**src/rtl/cmd_parser.sv**
```systemverilog
// Parses MAGIC-prefixed frames of 5-byte {addr, data[31:0]} records into register writes.
// Write strobe 1 clock after the last record byte; every valid byte is accepted, no back-pressure.
module cmd_parser #(
  parameter logic [7:0] MAGIC = 8'hA5
) (
  input  logic        clk,
  input  logic        rst_n,
  input  logic [7:0]  i_rx_data,
  input  logic        i_rx_valid,
  input  logic        i_rx_sop,
  input  logic        i_rx_eop,
  output logic [7:0]  o_cmd_addr,
  output logic [31:0] o_cmd_data,
  output logic        o_cmd_wr,
  output logic [15:0] o_frame_cnt,
  output logic [15:0] o_err_cnt,
  output logic        o_busy
);

  typedef enum logic [2:0] {
    IDLE = 3'd0,
    ADDR = 3'd1,
    D3   = 3'd2,
    D2   = 3'd3,
    D1   = 3'd4,
    D0   = 3'd5,
    DROP = 3'd6
  } state_t;

  state_t      state_q, state_d;
  logic [7:0]  addr_q, addr_d;
  logic [23:0] data_q, data_d;
  logic [7:0]  cmd_addr_q, cmd_addr_d;
  logic [31:0] cmd_data_q, cmd_data_d;
  logic        cmd_wr_q, cmd_wr_d;
  logic [15:0] frame_cnt_q, frame_cnt_d;
  logic [15:0] err_cnt_q, err_cnt_d;

  logic        err_abort;
  logic        err_bad;
  logic        frame_inc;
  logic [1:0]  err_inc;
  logic [16:0] err_sum;

  always_ff @(posedge clk or negedge rst_n) begin
    if (!rst_n) begin
      state_q     <= IDLE;
      addr_q      <= '0;
      data_q      <= '0;
      cmd_addr_q  <= '0;
      cmd_data_q  <= '0;
      cmd_wr_q    <= 1'b0;
      frame_cnt_q <= '0;
      err_cnt_q   <= '0;
    end else begin
      state_q     <= state_d;
      addr_q      <= addr_d;
      data_q      <= data_d;
      cmd_addr_q  <= cmd_addr_d;
      cmd_data_q  <= cmd_data_d;
      cmd_wr_q    <= cmd_wr_d;
      frame_cnt_q <= frame_cnt_d;
      err_cnt_q   <= err_cnt_d;
    end
  end

  always_comb begin
    state_d    = state_q;
    addr_d     = addr_q;
    data_d     = data_q;
    cmd_addr_d = cmd_addr_q;
    cmd_data_d = cmd_data_q;
    cmd_wr_d   = 1'b0;
    err_abort  = 1'b0;
    err_bad    = 1'b0;
    frame_inc  = 1'b0;

    if (i_rx_valid) begin
      if (i_rx_sop) begin
        // A sop always restarts parsing; an interrupted frame is an error of its own.
        err_abort = (state_q != IDLE);
        if (i_rx_data == MAGIC) begin
          frame_inc = i_rx_eop;
          state_d   = i_rx_eop ? IDLE : ADDR;
        end else begin
          err_bad = 1'b1;
          state_d = i_rx_eop ? IDLE : DROP;
        end
      end else begin
        case (state_q)
          IDLE: state_d = IDLE;
          ADDR: begin
            if (i_rx_eop) begin
              frame_inc = 1'b1;
              state_d   = IDLE;
            end else begin
              addr_d  = i_rx_data;
              state_d = D3;
            end
          end
          D3: begin
            data_d[23:16] = i_rx_data;
            err_bad       = i_rx_eop;
            state_d       = i_rx_eop ? IDLE : D2;
          end
          D2: begin
            data_d[15:8] = i_rx_data;
            err_bad      = i_rx_eop;
            state_d      = i_rx_eop ? IDLE : D1;
          end
          D1: begin
            data_d[7:0] = i_rx_data;
            err_bad     = i_rx_eop;
            state_d     = i_rx_eop ? IDLE : D0;
          end
          D0: begin
            cmd_wr_d   = 1'b1;
            cmd_addr_d = addr_q;
            cmd_data_d = {data_q, i_rx_data};
            frame_inc  = i_rx_eop;
            state_d    = i_rx_eop ? IDLE : ADDR;
          end
          DROP:    state_d = i_rx_eop ? IDLE : DROP;
          default: state_d = IDLE;
        endcase
      end
    end

    // Abort plus bad magic on the same sop byte counts twice.
    err_inc   = {1'b0, err_abort} + {1'b0, err_bad};
    err_sum   = {1'b0, err_cnt_q} + {15'd0, err_inc};
    err_cnt_d = err_sum[16] ? 16'hFFFF : err_sum[15:0];

    frame_cnt_d = (frame_inc && (frame_cnt_q != 16'hFFFF)) ? frame_cnt_q + 16'd1 : frame_cnt_q;
  end

  assign o_cmd_addr  = cmd_addr_q;
  assign o_cmd_data  = cmd_data_q;
  assign o_cmd_wr    = cmd_wr_q;
  assign o_frame_cnt = frame_cnt_q;
  assign o_err_cnt   = err_cnt_q;
  assign o_busy      = (state_q != IDLE);

endmodule

```
**config.mk**
```make
export PLATFORM = sky130hd
export DESIGN_NAME = cmd_parser
export DESIGN_NICKNAME = d
export VERILOG_FILES = /design/src/rtl/cmd_parser.sv
export SDC_FILE = /design/constraint.sdc
export NUM_CORES = 1
export LEC_CHECK = 0
export BUFFER_PORTS_ARGS = -buffer_cell sky130_fd_sc_hd__buf_2
export CORE_MARGIN = 5
export CORE_UTILIZATION = 35
export DETAILED_ROUTE_END_ITERATION = 10
export HOLD_SLACK_MARGIN = 0.03
export SLEW_MARGIN = 30
export SYNTH_ARGS = -nofsm -noshare
export SYNTH_HDL_FRONTEND = slang
export SYNTH_SLANG_ARGS = --single-unit
```
**constraint.sdc**
```tcl
create_clock -name clk -period 2.4 [get_ports clk]
set_input_delay 0.48 -clock clk [delete_from_list [all_inputs] [get_ports clk]]
set_output_delay 0.48 -clock clk [all_outputs]
set_load 0.05 [all_outputs]
```
==> qor.yml <==
power:
  ir_worst_vdd_mv: 0.4279
  power.density_nw_per_um2: 948.1
  swShare_pct: 34.55
  sequentialPowerShare_pct: 43.9
  p_sw_mw: 1.896
  clockPowerShare_pct: 29.2
  p_leak_nw: 3.061
  finalPower_mw: 5.489
  p_int_mw: 3.593
  p_comb_share_pct: 27.0
yosys:
  synth_cell_types: 42
  ys_seq_area_share_pct: 58.76
  synth-edff-count: 0
  yosys_register_bits: 108
  synth_nets: 357
  async_flop_share_pct: 100.0
  syn-cell-area_um2: 4599
  ys_dominant_reg_cell: "dfrtp_1"
  ys_warn_count: 0
  synthCells: 341
  syn_avg_cell_area_um2: 13.49
sta:
  finalClockSkew_ns: 0.006812
  finalMaxSlewViolations: 0
  setup-tns-final_ns: -0.0007387
  setup_viol: 1
  max_freq_mhz: 416.5
  fin_ws_ns: -0.0007387
  holdWs_ns: 0.4440
  rsz0062_at_grt: "true"
  min_period_ns: 2.401
  fin_crit_sh_pct: 100.0
  final-hold-violation-count: 0
  slew_headroom_pct: 40.85
  worst_pin_slew_ns: 0.8872
route:
  drt_iter0_drc: 139
  vias: 3117
  via_per_inst: 4.940
  final_antenna_net_count: 0
  drcViolationCount: 0
  route.final.wire_length_um: 10200
  firstDrtPassIters: 5
  wl_per_cell_um: 16.17
clock_network:
  cts-htree-levels: 3
  clk_path_buf_depth: 2
  clock_sink_count: 108
  cts_tree: "yes"
  clk_pin_slew_worst_paths_ns: 0.07
  numCtsBuffers: 9
  cts.root.buffer_cell: "clkbuf_16"
  clock_latency_ns: 0.34
final_layout:
  diodes: 0
  layout-drive-gt1-share_pct: 49.46
  final_area_um2: 5789
  final_nets: 470
  area_delta_synth_final_pct: 25.87
critical_path:
  crit_required_ns: 2.68
  crit_path_start_kind: "flop"
  crit_fanout: 7
  end_kind: "flop"
  crit_arrival_ns: 2.68
  critPathMaxStageDelay_ns: 0.58
  cp_slowest_cell: "or4_4"
  crit_type: "flop to flop"
  path_cells: "nor2_2 -> nand2_2 -> a21oi_2 -> o221ai_2 -> fa_2 -> inv_2 -> ha_4 -> nand2_4 -> or4_4 -> or2b_1"
min_path:
  hold_class: "input pin to flop"
floorplan:
  core_area_um2: 12770
  die_y_um: 124.6
  ios: 87
  fp.dieArea_um2: 15530
  initial_core_util_pct: 36.01
  rows: 41
  die_w_um: 124.6
global_route:
  grt_max_degree: 64
  grt_pass1_wl_um: 17060
  antenna_found_initial: 1
  grtUsageTotal_pct: 13.44
  grt_pass1_vias: 3157
  grt.overflow.total: 0
run_status:
  violations: "negative setup slack"
  status: "finished, violations left"
placed_design:
  dp_hpwl_um: 7161
  place.gp.congestion: 0.8363
  placed_area_um2: 5406
  io_buffers: 86
job:
  maxCapViolCount: 0
## flip-flops by register name (all words and copies together) (netlist names)
register and cells:
o_frame_cnt 16, state_q 3, addr_q 8, o_cmd_data 32, data_q 24, o_err_cnt 16
o_cmd_addr 8, o_cmd_wr 1
## area by class of cell
cell class | instances | area (um2)
Fill cell | 1177 | 6984
Sequential cell | 108 | 2703
Multi-Input combinational cell | 215 | 1867
Timing Repair Buffer | 114 | 658.1
Clock buffer | 10 | 229.0
Tap cell | 172 | 215.2
Clock inverter | 6 | 95.09
Inverter | 6 | 22.52
## per-stage QoR
| stage | utilization (%) | setup WS [ns] | cells |
|---|---|---|---|
| 3_5_place_dp | 42.33 | -0.2993 | 611 |
| 4_1_cts | 45.06 | 0.002916 | 629 |
| 6_report | 45.32 | -0.0007387 | 631 |
| 5_1_grt | 45.32 | -0.09014 | 631 |
| 3_3_place_gp | 42.33 | -0.2549 | 611 |
| 2_1_floorplan | - | -0.05837 | 341 |
## path summary, 6_finish.rpt
| path | start | to | slack, ns | depth (start not counted) |
|---|---|---|---|---|
| setup / recovery | state_q[1] | o_err_cnt[1] | -0.0007 | 10 |
| hold / removal | i_rx_valid | state_q[1] | 0.44 | 2 |
| setup reg to reg | state_q[1] | o_err_cnt[1] | -0.0007 | 10 |
| hold reg to reg | addr_q[7] | o_cmd_addr[7] | 0.50 | 1 |
| max in group asynchronous | rst_n | o_frame_cnt[12] | 1.18 | 3 |
| min in group asynchronous | rst_n | o_cmd_data[16] | 0.54 | 2 |
## critical path, delay by kind of cell (launching register included)
kind / cells / cell delay, ns
adders and majority gates: 2 / 0.50
buffers and inverters: 1 / 0.08
DFF: 1 / 0.42
and+or+nand+nor: 5 / 1.04
AOI/OAI and AO/OA: 2 / 0.31
## Yosys cell counts (2+ instances only)
library cell / number / area (um2)
nor4b_1: 2 / 17.52
nand2_1: 27 / 101.4
nor2_1: 6 / 22.52
nor4_1: 6 / 37.54
nand2b_1: 3 / 18.77
nand4_1: 8 / 50.05
ha_1: 2 / 25.02
or3_1: 2 / 12.51
and4bb_2: 3 / 37.54
inv_1: 6 / 22.52
and3_1: 3 / 18.77
nor3_1: 9 / 45.04
xor2_1: 23 / 201.4
buf_6: 2 / 22.52
a21oi_1: 2 / 10.01
and4_1: 4 / 35.03
nand3_1: 15 / 75.07
mux2_2: 77 / 867.1
o21ai_0: 3 / 15.01
clkbuf_1: 2 / 7.510
buf_2: 8 / 40.04
dfrtp_1: 108 / 2703
## cell usage in the layout (no fill, tap or decap), types with 3 or more instances in the layout
cell / n
buf_2: 85
and3_1: 3
nor3_1: 8
nor2_1: 5
mux2_2: 77
clkbuf_16: 9
nand2_1: 24
nand3_1: 15
dfrtp_1: 108
nand2b_1: 3
nand4_1: 8
and4bb_2: 3
xor2_1: 23
o21ai_0: 3
inv_1: 5
buf_4: 27
and4_1: 4
nand2_2: 3
nor4_1: 6
## cell families after synthesis
family / share of synthesized area (%)
DFF: 58.76
and+or+nand+nor: 12.79
muxes: 18.85
xor gates and xnor gates: 4.570
buffers and inverters: 2.095
AOI/OAI and AO/OA: 1.959
adders and majority gates: 0.9793
## timing repair
action / CTS / global route
gates cloned: 1 / 0
endpoints found under the setup margin: 2 / 16
setup buffers: 0 / 2
hold buffers: 1 / 0
hold endpoints to repair: 14 / 0
gates resized for setup: 2 / 5
pin swaps: 1 / 2
## power groups by stage
stage               Sequential [mW]  Combinational, mW  Clock [mW]
finish                         2.41               1.48        1.60
global route                   2.47               1.57        1.73
CTS                            2.41               1.49        1.65
detailed placement             2.45               1.48           0
global placement               2.42               1.47           0
floorplan                      3.05              0.444           0
## per-layer routing
metal | vias to the layer above | wire, um | GRT usage (%)
li1 | 1445 | - | -
met1 | 1574 | 4683 | 17.53
met2 | 82 | 4742 | 21.15
met3 | 14 | 601 | 3.945
met4 | 2 | 157 | 5.093
met5 | - | 18 | 0
(Power assumes the default switching activity.)
